**config.mk**
```make
export PLATFORM = sky130hd
export DESIGN_NAME = column_buffer_manager
export DESIGN_NICKNAME = d
export VERILOG_FILES = /design/src/rtl/column_buffer_manager.sv
export SDC_FILE = /design/constraint.sdc
export NUM_CORES = 1
export LEC_CHECK = 0
export BUFFER_PORTS_ARGS = -buffer_cell sky130_fd_sc_hd__buf_2
export CAP_MARGIN = 20
export CORE_MARGIN = 4
export CORE_UTILIZATION = 54
export CTS_CLUSTER_DIAMETER = 60
export DETAILED_ROUTE_END_ITERATION = 7
export PLACE_DENSITY = 0.8
export SYNTH_ARGS = -nofsm -noshare
export SYNTH_HDL_FRONTEND = slang
export SYNTH_SLANG_ARGS = --single-unit
```
**constraint.sdc**
```tcl
create_clock -name clk -period 3.6 [get_ports clk]
set_input_delay 0.36 -clock clk [delete_from_list [all_inputs] [get_ports clk]]
set_output_delay 0.36 -clock clk [all_outputs]
set_load 0.05 [all_outputs]
```
**src/rtl/column_buffer_manager.sv**
```systemverilog
// Avalon-MM slave managing three column buffers (display / write / pending).
// Builds 28-bit column words from HI/LO bus writes and rotates buffers at frame end and vblank.
module column_buffer_manager #(
    parameter int NUM_COLS = 640,
    parameter int COL_W    = 28
) (
    input  logic             clk,
    input  logic             reset,
    input  logic             chipselect,
    input  logic             write,
    input  logic             read,
    input  logic [1:0]       address,
    input  logic [15:0]      writedata,
    output logic [15:0]      readdata,
    input  logic             vblank_start,
    output logic             wr_en,
    output logic [1:0]       wr_sel,
    output logic [9:0]       wr_col,
    output logic [COL_W-1:0] wr_data,
    output logic [1:0]       rd_sel,
    output logic             irq
);

    typedef enum logic {
        STAGE_HI = 1'b0,
        STAGE_LO = 1'b1
    } stage_t;

    stage_t      stage;
    stage_t      stage_next;
    logic [1:0]  wr_idx;
    logic        pend_valid;
    logic [9:0]  col_cnt;
    logic [12:0] hi;
    logic [15:0] framecnt;

    logic        data_wr;
    logic        abort;
    logic        lo_accept;
    logic        frame_done;
    logic        show_frame;
    logic        irq_clear;
    logic [1:0]  pend_sel;

    assign data_wr    = chipselect && write && (address == 2'd0);
    assign abort      = chipselect && write && (address == 2'd1) && writedata[0];
    assign lo_accept  = data_wr && !abort && (stage == STAGE_LO);
    assign frame_done = lo_accept && (col_cnt == 10'(NUM_COLS - 1));
    assign show_frame = vblank_start && (frame_done || pend_valid);
    assign irq_clear  = chipselect && read && (address == 2'd2);
    // The pending buffer is whichever index is neither displayed nor being written.
    assign pend_sel   = 2'd3 ^ wr_idx ^ rd_sel;

    always_ff @(posedge clk or posedge reset) begin
        if (reset) begin
            stage <= STAGE_HI;
        end else begin
            stage <= stage_next;
        end
    end

    always_comb begin
        stage_next = stage;
        if (abort) begin
            stage_next = STAGE_HI;
        end else if (data_wr) begin
            case (stage)
                STAGE_HI: stage_next = STAGE_LO;
                STAGE_LO: stage_next = STAGE_HI;
                default:  stage_next = STAGE_HI;
            endcase
        end
    end

    always_ff @(posedge clk or posedge reset) begin
        if (reset) begin
            hi      <= '0;
            col_cnt <= '0;
            wr_en   <= 1'b0;
            wr_sel  <= 2'd0;
            wr_col  <= '0;
            wr_data <= '0;
        end else begin
            wr_en <= lo_accept;
            if (data_wr && !abort && (stage == STAGE_HI)) begin
                hi <= writedata[12:0];
            end
            if (lo_accept) begin
                wr_sel  <= wr_idx;
                wr_col  <= col_cnt;
                wr_data <= {hi, writedata[14:0]};
            end
            // Abort restarts the current buffer from column zero without rotating.
            if (abort || frame_done) begin
                col_cnt <= '0;
            end else if (lo_accept) begin
                col_cnt <= col_cnt + 10'd1;
            end
        end
    end

    always_ff @(posedge clk or posedge reset) begin
        if (reset) begin
            rd_sel     <= 2'd0;
            wr_idx     <= 2'd1;
            pend_valid <= 1'b0;
            framecnt   <= '0;
            irq        <= 1'b0;
        end else begin
            // A frame finishing on the vblank cycle goes straight to display.
            if (frame_done && vblank_start) begin
                rd_sel     <= wr_idx;
                wr_idx     <= pend_sel;
                pend_valid <= 1'b0;
                framecnt   <= framecnt + 16'd1;
            end else if (frame_done) begin
                wr_idx     <= pend_sel;
                pend_valid <= 1'b1;
            end else if (vblank_start && pend_valid) begin
                rd_sel     <= pend_sel;
                pend_valid <= 1'b0;
                framecnt   <= framecnt + 16'd1;
            end
            if (show_frame) begin
                irq <= 1'b1;
            end else if (irq_clear) begin
                irq <= 1'b0;
            end
        end
    end

    always_comb begin
        readdata = '0;
        case (address)
            2'd2:    readdata = {2'b00, col_cnt, (stage == STAGE_LO), pend_valid, irq, 1'b0};
            2'd3:    readdata = framecnt;
            default: readdata = '0;
        endcase
    end

endmodule

```
Word level (Yosys, flattened, before mapping) --
Index checks and enable logic that the tools add are counted.
Operators by class: add/sub/neg operators 2, eq/ne operators 5, muxes and demuxes 19, bitwise logic cells 3, reduce and logical (&&, ||, !) cells 24
Operators with widths (number):
- 2-to-1 mux 16 bit | 3
- one-hot mux 16 bit (2 select lines) | 1
- 2-to-1 mux 10 bit | 2
- adder 16 x 1 -> 16 bit, second input constant | 1
- logical AND 1 bit | 13
- adder 10 x 1 -> 10 bit, second input constant | 1
- == test 10 bit, second input constant | 1
- 2-to-1 mux 2 bit | 5
- nonzero test 2 bit | 5
- 2-to-1 mux 1 bit | 7
- == test 2 bit, second input constant | 2
- nonzero test 3 bit | 1
- == test 2 x 1 -> 1 bit, second input constant | 1
- zero test 2 bit | 1
- logical OR 1 bit | 2
- inequality test 2 x 1 -> 1 bit, second input constant | 1
- NOT 2 bit | 1
- one-hot mux 1 bit (2 select lines) | 1
- AND reduction 2 bit | 1
- XOR 2 bit | 1
- zero test 1 bit | 1
- NOT 1 bit | 1
Storage, ports and cells: register bits after elaboration 87, input port bits 24, output and inout bits 60, logic and storage cells 65

Logic depth before layout (Yosys ltp) --
Gate-level depths: netlist (run 1).
word-level depth 10, mapped depth 7, gate-level depth less buffers 5

Least setup slack after synthesis (run 1) --
Ideal clock, no wire load.
path kind input to output, start in address[0], end out readdata[1], arrival 1.785 ns, required time 3.240 ns, slack 1.455 ns, stages 4, buffers on the path 2, cells stage by stage buf_2 > buf_1 > mux2i_1 > nor2b_1
Between the ends: word-level cells in the longest chain between the ends 2, elaborated cells on any way between the ends 3, classes of those cells eq/ne (2); mux (1)
RTL lines:
- start: declaration | RTL line 12 | input logic [1:0] address,
- == test 2 bit | RTL line 134 | case (address)
- one-hot mux 16 bit (2 select lines) * | RTL line 134
- end: declaration | RTL line 14 | output logic [15:0] readdata,
Every way passes the cells marked *; elsewhere a longest branch is shown, timed or not.

Final worst setup path (run 1) --
start in address[0], end reg wr_col[8]
Between the ends: word-level cells in the longest chain between the ends 6, elaborated cells on any way between the ends 8, classes of those cells eq/ne (1); reduce/logical (7)
RTL lines:
- == test 2 x 1 -> 1 bit | RTL line 46 | assign abort = chipselect && write && (address == 2'd1) && writedata[0];
- logical AND 1 bit (2 in a row) | RTL line 46
- zero test 1 bit | RTL line 47 | assign lo_accept = data_wr && !abort && (stage == STAGE_LO);
- logical AND 1 bit * (2 in a row) | RTL line 47
- end signal: assignment | RTL line 90 | wr_col <= col_cnt;
- end: declaration | RTL line 18 | output logic [9:0] wr_col,
Marks and branches as above. A chain may end at the register's enable or synchronous reset.

==> results_dict.tcl, run 1 <==
set metrics [dict create \
    synth-adder-area-share_pct 0.641 \
    num_rows 30 \
    netlist_instances 302 \
    switching_power_summed_over_all_nets_mw 1.39 \
    dr.pass1.iters 4 \
    path_class "in2reg" \
    wl_per_cell_um 16.2 \
    first_pass_grt_wire_length_um 13100 \
    end_kind "flop" \
    tritoncts "yes" \
    p_sw_share_pct 42.8 \
    synth.avg_cell_area_um2 12.9 \
    p_comb_share_pct 37.6 \
    tns_ns 0 \
    m1WireLength_um 3340 \
    fp.dieW_um 93.0 \
    clk_pin_slew_ns 0.09 \
    synth.net_count 328 \
    first_iter_violations 159 \
    final.period_utilization_pct 60.2 \
    yosys_register_bits 87 \
    place.detailed.hpwl_um 5570 \
    place.port_buffers 82 \
    combinational_family_with_the_most_area_after_synthesis "multiplexers" \
    first_global_vias 2654 \
    cts_setup_buffers 0 \
    share_clk_of_total_power_pct 19.0 \
    synthMuxAreaShare_pct 19.0 \
    tightest_slew_ns 0.678 \
    power.sequential.fraction_pct 43.4 \
    track_usage_pct 19.4 \
    synth_area_in_xor_xnor_pct 5.83 \
    post-route-util_pct 66.0 \
    post_synth_instance_area_um2 3900 \
    hold_path_class "in2async" \
    sinks_on_clock_net 87 \
    report.final.slew_viol_count 0 \
    die_height_um 93.0 \
    layout-area-overhead-vs-synth_pct 16.8 \
    finalWirelength_um 7870 \
    setup.worst_path.start_class "input pin" \
    cts.path.max_buffers 2 \
    stdcell_area_um2 4560 \
    worstPathArrival_ns 2.40 \
    timing.slew.headroom_pct 54.7 \
    synth_ff_type "sky130_fd_sc_hd__dfrtp_1" \
    synth_async_sr_flop_share_pct 100 \
    cell_internal_pwr_mw 1.85 \
    yosysSeqAreaShare_pct 55.8 \
    die_area_um2 8650 \
    timing.clock.skew_ns 0.0102 \
    route.antenna.remaining_nets 0 \
    vdd_ir_drop_max_mv 0.671 \
    drive_above_1_share_pct 41.9 \
    power.leakage_nw 2.28 \
    initial_utilization_pct 56.5 \
    insertion_delay_ns 0.36 \
    wl_met2_um 3640 \
    fmaxAchievable_mhz 462 \
    postCtsHoldBufs 0 \
    post_synth_and_or_nand_nor_area_fraction_pct 11.1 \
    tritoncts.num_buffers 9 \
    grt_start_max_net_pins 48 \
    drcViolationCount 0 \
    synth-compound-area-share_pct 4.87 \
    post_drt_via_cell_ratio 5.47 \
    core_region_area_um2 6910 \
    cp_data_required_time_ns 3.84 \
    top_layer "met4" \
    met3_wirelength_um 765 \
    setup_viol_count_final 0 \
    deepest_level_of_the_cts_h_tree 3 \
    setup_repair_after_global_routing_missed_its_margin "false" \
    final_net_count 410 \
    grt_antenna_before_repair 0 \
    synthesis.yosys.warnings 0 \
    timing.max_cap.violations 0 \
    yosys.cell_types.count 48 \
    place.gp.congestion 0.829 \
    commonest_cells_after_routing_fill_and_taps_aside "sky130_fd_sc_hd__dfrtp_1 (86), sky130_fd_sc_hd__buf_2 (82), sky130_fd_sc_hd__mux2_2 (52), sky130_fd_sc_hd__xnor2_1 (18)" \
    post_cts.resized_instances 0 \
    routed-via-count 2655 \
    finalHoldViolations 0 \
    globalRouteOverflowTotal 0 \
    power.total_mw 3.24 \
    synth_edf_count 0 \
    final_common_cell "sky130_fd_sc_hd__dfrtp_1" \
    fin_crit_ns 2.17 \
    cts-root-buf "sky130_fd_sc_hd__clkbuf_8" \
    placement.cell_area_um2 4380 \
    antenna-diode-count 0 \
    status "completed" \
    pwr_density_cell_nw_per_um2 711 \
    critical_path.max_fanout 27 \
    top_level_ports 84 \
]
state kept, by name (all words and copies together) (netlist names):
| signal | cells |
|---|---|
| wr_col | 10 |
| stage | 1 |
| hi | 13 |
| framecnt | 16 |
| wr_en | 1 |
| col_cnt | 10 |
| irq | 1 |
| wr_data | 28 |
| wr_idx | 2 |
| rd_sel | 2 |
| wr_sel | 2 |
| pend_valid | 1 |
cell type report:
type	instances	area, um2
tap	96	120
clock buffer	9	124
clock inverter	7	55.1
timing repair buffer	86	440
fill	569	2350
inverter	5	22.5
multi-input combinational	195	1620
sequential	87	2180
Yosys cell counts (2+ instances only):
| cell | count | area share [%] |
|---|---|---|
| sky130_fd_sc_hd__and3_1 | 7 | 1.1 |
| sky130_fd_sc_hd__dfrtp_1 | 86 | 55 |
| sky130_fd_sc_hd__mux2i_1 | 14 | 3.6 |
| sky130_fd_sc_hd__nor2b_1 | 13 | 2.1 |
| sky130_fd_sc_hd__buf_2 | 6 | 0.77 |
| sky130_fd_sc_hd__o2111ai_1 | 5 | 1.1 |
| sky130_fd_sc_hd__xor2_1 | 8 | 1.8 |
| sky130_fd_sc_hd__xnor2_1 | 18 | 4.0 |
| sky130_fd_sc_hd__nand4_1 | 6 | 0.96 |
| sky130_fd_sc_hd__o211ai_1 | 7 | 1.3 |
| sky130_fd_sc_hd__nand2_1 | 9 | 0.87 |
| sky130_fd_sc_hd__o21ai_0 | 2 | 0.26 |
| sky130_fd_sc_hd__nand3_1 | 6 | 0.77 |
| sky130_fd_sc_hd__buf_4 | 4 | 0.77 |
| sky130_fd_sc_hd__a21oi_1 | 4 | 0.51 |
| sky130_fd_sc_hd__and4_1 | 3 | 0.67 |
| sky130_fd_sc_hd__nor2_1 | 14 | 1.3 |
| sky130_fd_sc_hd__ha_1 | 2 | 0.64 |
| sky130_fd_sc_hd__nor3_1 | 3 | 0.38 |
| sky130_fd_sc_hd__mux2_2 | 52 | 15 |
| sky130_fd_sc_hd__inv_1 | 4 | 0.38 |
| sky130_fd_sc_hd__clkbuf_1 | 3 | 0.29 |
worst max-delay path, cell delays in order:
cell	delay (ns)
sky130_fd_sc_hd__buf_2	0.26
sky130_fd_sc_hd__and4bb_1	0.58
sky130_fd_sc_hd__nand2_2	0.39
sky130_fd_sc_hd__inv_4	0.41
sky130_fd_sc_hd__mux2_2	0.38
worst paths after layout:
path / start / to / slack [ns] / cells past startpoint
min in group clk: vblank_start / pend_valid / 0.18 / 2
worst max register to register: col_cnt[0] / col_cnt[6] / 1.54 / 6
max in group asynchronous: reset / wr_data[18] / 2.50 / 3
worst max-delay path: address[0] / wr_col[8] / 1.43 / 5
worst min-delay path: reset / wr_data[6] / 0.06 / 2
worst min register to register: framecnt[15] / framecnt[15] / 0.48 / 1
power groups by stage:
stage               Clock (mW)  Sequential [mW]  Combinational [mW]
global placement             0             1.41                1.21
finish                   0.617             1.41                1.22
CTS                      0.635             1.41                1.23
global route             0.675             1.45                1.29
detailed placement           0             1.42                1.23
floorplan                    0             2.00               0.352
metal layers:
layer / global-route usage, % / vias to the layer above
met1: 25.4 / 1308
met5: 0 / -
met2: 30.0 / 92
met3: 7.32 / 13
met4: 6.35 / 0
li1: - / 1242
stage by stage:
stage          hold slack (ns)  instances  worst slack (ns)
2_1_floorplan            0.423        302             0.991
3_3_place_gp             0.455        469              1.11
3_5_place_dp             0.462        469              1.04
4_1_cts                 0.0789        485              1.44
5_1_grt                  0.113        485              1.32
6_report                0.0640        485              1.43
cell families after synthesis:
| logic type | count (synthesis) |
|---|---|
| buffers and inverters | 20 |
| AOI/OAI and AO/OA | 26 |
| adders and majority gates | 2 |
| DFF | 87 |
| xor gates and xnor gates | 26 |
| muxes | 67 |
| and+or+nand+nor | 74 |
Power figures use the tool's default switching activity.
==> run 2, diff against run 1 <==
- CORE_UTILIZATION: 54 -> 49
- PLACE_DENSITY: 0.8 -> 0.77
- clock period: 3.6 -> 1.8 ns (I/O delays scaled with it)
==> results_dict.tcl, run 2 (synthesis results as in run 1) <==
set metrics [dict create \
    cp_data_required_time_ns 2.04 \
    finalHoldViolations 0 \
    num_rows 32 \
    path_class "reg2reg" \
    nFillCells 644 \
    post_drt_via_cell_ratio 5.35 \
    registers.top_by_ff_count "wr_data" \
    power.leakage_nw 2.40 \
    largest_reg_flops 28 \
    final_net_count 428 \
    place.detailed.hpwl_um 5960 \
    grt_start_max_net_pins 88 \
    status "completed" \
    deepest_level_of_the_cts_h_tree 3 \
    timing.reg2reg.worst_path_depth 5 \
    fp.dieW_um 97.3 \
    layout-area-overhead-vs-synth_pct 22.1 \
    tightest_slew_ns 0.483 \
    report.final.slew_viol_count 0 \
    worstPathArrival_ns 1.94 \
    pwr_density_cell_nw_per_um2 1420 \
    first_global_vias 2906 \
    grt_antenna_before_repair 0 \
    die_area_um2 9460 \
    setup_repair_after_global_routing_missed_its_margin "false" \
    antenna-diode-count 0 \
    wl_per_cell_um 16.4 \
    fin_crit_ns 1.71 \
    routed-via-count 2717 \
    insertion_delay_ns 0.35 \
    placement.cell_area_um2 4540 \
    initial_utilization_pct 50.5 \
    end_kind "flop" \
    vdd_ir_drop_max_mv 1.29 \
    drcViolationCount 0 \
    route.antenna.remaining_nets 0 \
    reg_top3 "wr_data x28, framecnt x16, hi x13" \
    timing.clock.skew_ns 0.00889 \
    post-route-util_pct 61.7 \
    globalRouteOverflowTotal 0 \
    cts-root-buf "sky130_fd_sc_hd__clkbuf_8" \
    tritoncts.num_buffers 9 \
    stdcell_area_um2 4760 \
    place.port_buffers 82 \
    setup.worst_path.start_class "flop" \
    hold_path_depth 2 \
    final_common_cell "sky130_fd_sc_hd__dfrtp_1" \
    hold_path_class "in2reg" \
    fmaxAchievable_mhz 586 \
    timing.max_cap.violations 0 \
    r2r_setup_slack_ns 0.09 \
    finalWirelength_um 8350 \
    worst_hold_slack_ns 0.0210 \
    sinks_on_clock_net 87 \
    die_height_um 97.3 \
    drive_above_1_share_pct 44.1 \
    commonest_cells_after_routing_fill_and_taps_aside "sky130_fd_sc_hd__dfrtp_1 (86), sky130_fd_sc_hd__buf_2 (82), sky130_fd_sc_hd__mux2_2 (52), sky130_fd_sc_hd__buf_4 (19), sky130_fd_sc_hd__xnor2_1 (18)" \
    tritoncts "yes" \
    place.gp.congestion 0.805 \
    track_usage_pct 18.3 \
    top_level_ports 84 \
    setup_viol_count_final 0 \
    power.total_mw 6.78 \
    critical_path.max_fanout 4 \
    first_pass_grt_wire_length_um 13900 \
    timing.slew.headroom_pct 67.5 \
    dr.pass1.iters 4 \
    cts.path.max_buffers 2 \
    final.period_utilization_pct 94.7 \
    tns_ns 0 \
    clk_pin_slew_ns 0.08 \
    core_region_area_um2 7730 \
    first_iter_violations 138 \
]
-- run 2: area by class of cell --
class	instances	area [um2]	share of cell area [%]
Inverter	5	25.0	0.525
Tap cell	102	128	2.68
Clock buffer	10	128	2.68
Multi-Input combinational cell	195	1620	34.0
Sequential cell	87	2180	45.7
Timing Repair Buffer	104	603	12.7
Clock inverter	5	82.6	1.73
-- run 2: stage by stage --
stage / worst slack [ns] / std cells
detailed placement: 0.118 / 492
global route: 0.0333 / 508
finish: 0.0945 / 508
floorplan: 0.00884 / 302
global placement: 0.125 / 492
CTS: 0.0954 / 508
-- run 2: critical path, cell delays in order (launching register included) --
cell                      delay [ns]
sky130_fd_sc_hd__dfrtp_1        0.39
sky130_fd_sc_hd__ha_2           0.21
sky130_fd_sc_hd__and4_1         0.23
sky130_fd_sc_hd__and4_4         0.22
sky130_fd_sc_hd__or2_4          0.25
sky130_fd_sc_hd__mux2_4         0.29
-- run 2: path summary, 6_finish.rpt --
check	from	endpoint
max	col_cnt[0]	framecnt[1]
min reg2reg	framecnt[15]	framecnt[15]
min in group asynchronous	reset	wr_sel[1]
max reg2reg	col_cnt[0]	framecnt[1]
min	vblank_start	pend_valid
max in group asynchronous	reset	framecnt[11]
-- run 2: per-layer routing --
layer | part of all wire [%] | up-vias | wire, um | GRT usage, %
met2 | 49 | 83 | 4090 | 30.7
li1 | - | 1273 | - | -
met4 | 1.6 | 0 | 131 | 5.96
met3 | 7.0 | 9 | 585 | 5.74
met1 | 42 | 1352 | 3550 | 22.4
met5 | 0 | - | 0 | 0
-- run 2: report_power, final --
part           leakage, nW  switching, mW  internal, mW  total [mW]
sequential            1.14          0.269          2.49        2.76
combinational         1.15           1.81         0.762        2.57
clock                0.107          0.677         0.780        1.46
total                 2.40           2.75          4.03        6.78
-- run 2: repair_timing --
action                    CTS  global route
hold endpoints to repair   86             0
setup buffers               0             0
gates resized for setup     0             0
hold buffers                1             0
==> run 3, diff against run 2 <==
- SETUP_SLACK_MARGIN: unset -> 0.5
==> results_dict.tcl, run 3 (synthesis results as in run 1) <==
set metrics [dict create \
    tightest_slew_ns 0.450 \
    timing.slew.headroom_pct 70.0 \
    dp_worst_setup_slack_ns 0.0756 \
    switching_power_summed_over_all_nets_mw 3.00 \
    cts-root-buf "sky130_fd_sc_hd__clkbuf_8" \
    top_level_ports 84 \
    setup_viol_count_final 0 \
    fmaxAchievable_mhz 594 \
    final_net_count 465 \
    commonest_cells_after_routing_fill_and_taps_aside "sky130_fd_sc_hd__dfrtp_1 (83), sky130_fd_sc_hd__buf_2 (64), sky130_fd_sc_hd__mux2_2 (39), sky130_fd_sc_hd__buf_4 (33), sky130_fd_sc_hd__buf_6 (32)" \
    grt_antenna_before_repair 1 \
    stdcell_area_um2 5670 \
    grt_start_max_net_pins 88 \
    drcViolationCount 0 \
    share_clk_of_total_power_pct 18.4 \
    status "completed" \
    cts.path.max_buffers 2 \
    dp_cells 492 \
    setup_repair_after_global_routing_missed_its_margin "true" \
    vdd_ir_drop_max_mv 1.40 \
    wl_per_cell_um 18.8 \
    timing.clock.skew_ns 0.00977 \
    placement.cell_area_um2 4700 \
    power.sequential.fraction_pct 39.4 \
    globalRouteOverflowTotal 0 \
    tritoncts "yes" \
    p_comb_share_pct 42.2 \
    cp_data_required_time_ns 2.08 \
    die_area_um2 9460 \
    tritoncts.num_buffers 9 \
    cell_internal_pwr_mw 4.08 \
    pwr_density_cell_nw_per_um2 1250 \
    largest_reg_flops 28 \
    setup.worst_path.start_class "flop" \
    track_usage_pct 20.6 \
    final.period_utilization_pct 93.6 \
    first_global_vias 3216 \
    dr.pass1.iters 4 \
    fin_crit_ns 1.68 \
    deepest_level_of_the_cts_h_tree 3 \
    final_cells 547 \
    hold_path_class "in2reg" \
    place.gp.congestion 0.787 \
    path_class "reg2reg" \
    worst_hold_slack_ns 0.0475 \
    clk_pin_slew_ns 0.09 \
    first_pass_grt_wire_length_um 15700 \
    num_rows 32 \
    end_kind "flop" \
    die_height_um 97.3 \
    report.final.slew_viol_count 0 \
    place.detailed.hpwl_um 6040 \
    drive_above_1_share_pct 59.2 \
    post_drt_via_cell_ratio 5.50 \
    fp.dieW_um 97.3 \
    routed-via-count 3009 \
    worstPathArrival_ns 1.96 \
    post-route-util_pct 73.4 \
    timing.max_cap.violations 0 \
    registers.top_by_ff_count "wr_data" \
    insertion_delay_ns 0.37 \
    core_region_area_um2 7730 \
    finalWirelength_um 10300 \
    place.port_buffers 82 \
    layout-area-overhead-vs-synth_pct 45.4 \
    final_common_cell "sky130_fd_sc_hd__dfrtp_1" \
    tns_ns 0 \
    setup_slack_ns 0.115 \
    reg_top3 "wr_data x28, framecnt x16, hi x13" \
    initial_utilization_pct 50.5 \
    route.antenna.remaining_nets 0 \
    p_sw_share_pct 42.4 \
    power.leakage_nw 2.70 \
    power.total_mw 7.08 \
    critical_path.max_fanout 8 \
    sinks_on_clock_net 87 \
    finalHoldViolations 0 \
    first_iter_violations 128 \
]
[run 3: changes by cell type in the layout (fill, tap and decap cells not counted), moves of 11 or more]
cell                      previous run  this run
sky130_fd_sc_hd__mux2i_1            14         3
sky130_fd_sc_hd__buf_2              82        64
sky130_fd_sc_hd__mux2_4              1        14
sky130_fd_sc_hd__mux2_2             52        39
sky130_fd_sc_hd__buf_6               0        32
sky130_fd_sc_hd__nor2b_1            13         0
sky130_fd_sc_hd__buf_4              19        33
[run 3: path summary, 6_finish.rpt]
check                                   end  depth (start not counted)          start  slack [ns]
max in group asynchronous               irq                          4          reset        0.96
worst max-delay path            framecnt[4]                          6     col_cnt[0]        0.12
worst min-delay path            wr_data[13]                          2  writedata[13]        0.05
worst max register to register  framecnt[4]                          6     col_cnt[0]        0.12
min in group asynchronous        pend_valid                          4          reset        0.50
worst min register to register    wr_col[9]                          2      wr_col[9]        0.50
[run 3: power by group through the flow]
stage / Clock (mW) / Sequential [mW] / Combinational, mW
after floorplan: 0 / 4.01 / 0.820
after global placement: 0 / 2.76 / 2.66
after detailed placement: 0 / 2.80 / 2.71
after CTS: 1.33 / 2.78 / 2.85
after global routing: 1.43 / 2.87 / 3.13
final: 1.30 / 2.79 / 2.98
[run 3: repair_timing]
action,CTS,global route
pin swaps,9,9
setup endpoints to repair,88,102
resized for setup,78,35
buffers inserted,22,10
hold endpoints to repair,87,0
hold buffers,2,0
cloned,1,3
[run 3: worst max-delay path, stage by stage, from the launching register on]
cell	delay, ns
sky130_fd_sc_hd__dfrtp_1	0.40
sky130_fd_sc_hd__ha_4	0.16
sky130_fd_sc_hd__and4_4	0.24
sky130_fd_sc_hd__and4_4	0.26
sky130_fd_sc_hd__buf_6	0.16
sky130_fd_sc_hd__o2111ai_2	0.13
sky130_fd_sc_hd__xnor2_1	0.24
[run 3: layout make-up]
class                   instances  area, um2
diodes                          1       2.50
clock buffers                   9        124
clock inverters                 7       65.1
fillers                       502       2050
inverters                       5       35.0
multi-input cells             196       2040
flip-flops and latches         87       2180
well taps                     102        128
repair buffers                138       1070
repair inverters                2       22.5
[run 3: metal layers]
layer | GRT usage, % | vias up | share of wire, % | wire [um]
li1 | - | 1356 | - | -
met1 | 25.2 | 1525 | 41 | 4220
met2 | 34.2 | 102 | 50 | 5090
met3 | 5.10 | 26 | 5.8 | 600
met4 | 9.58 | 0 | 3.5 | 357
met5 | 0 | - | 0 | 0
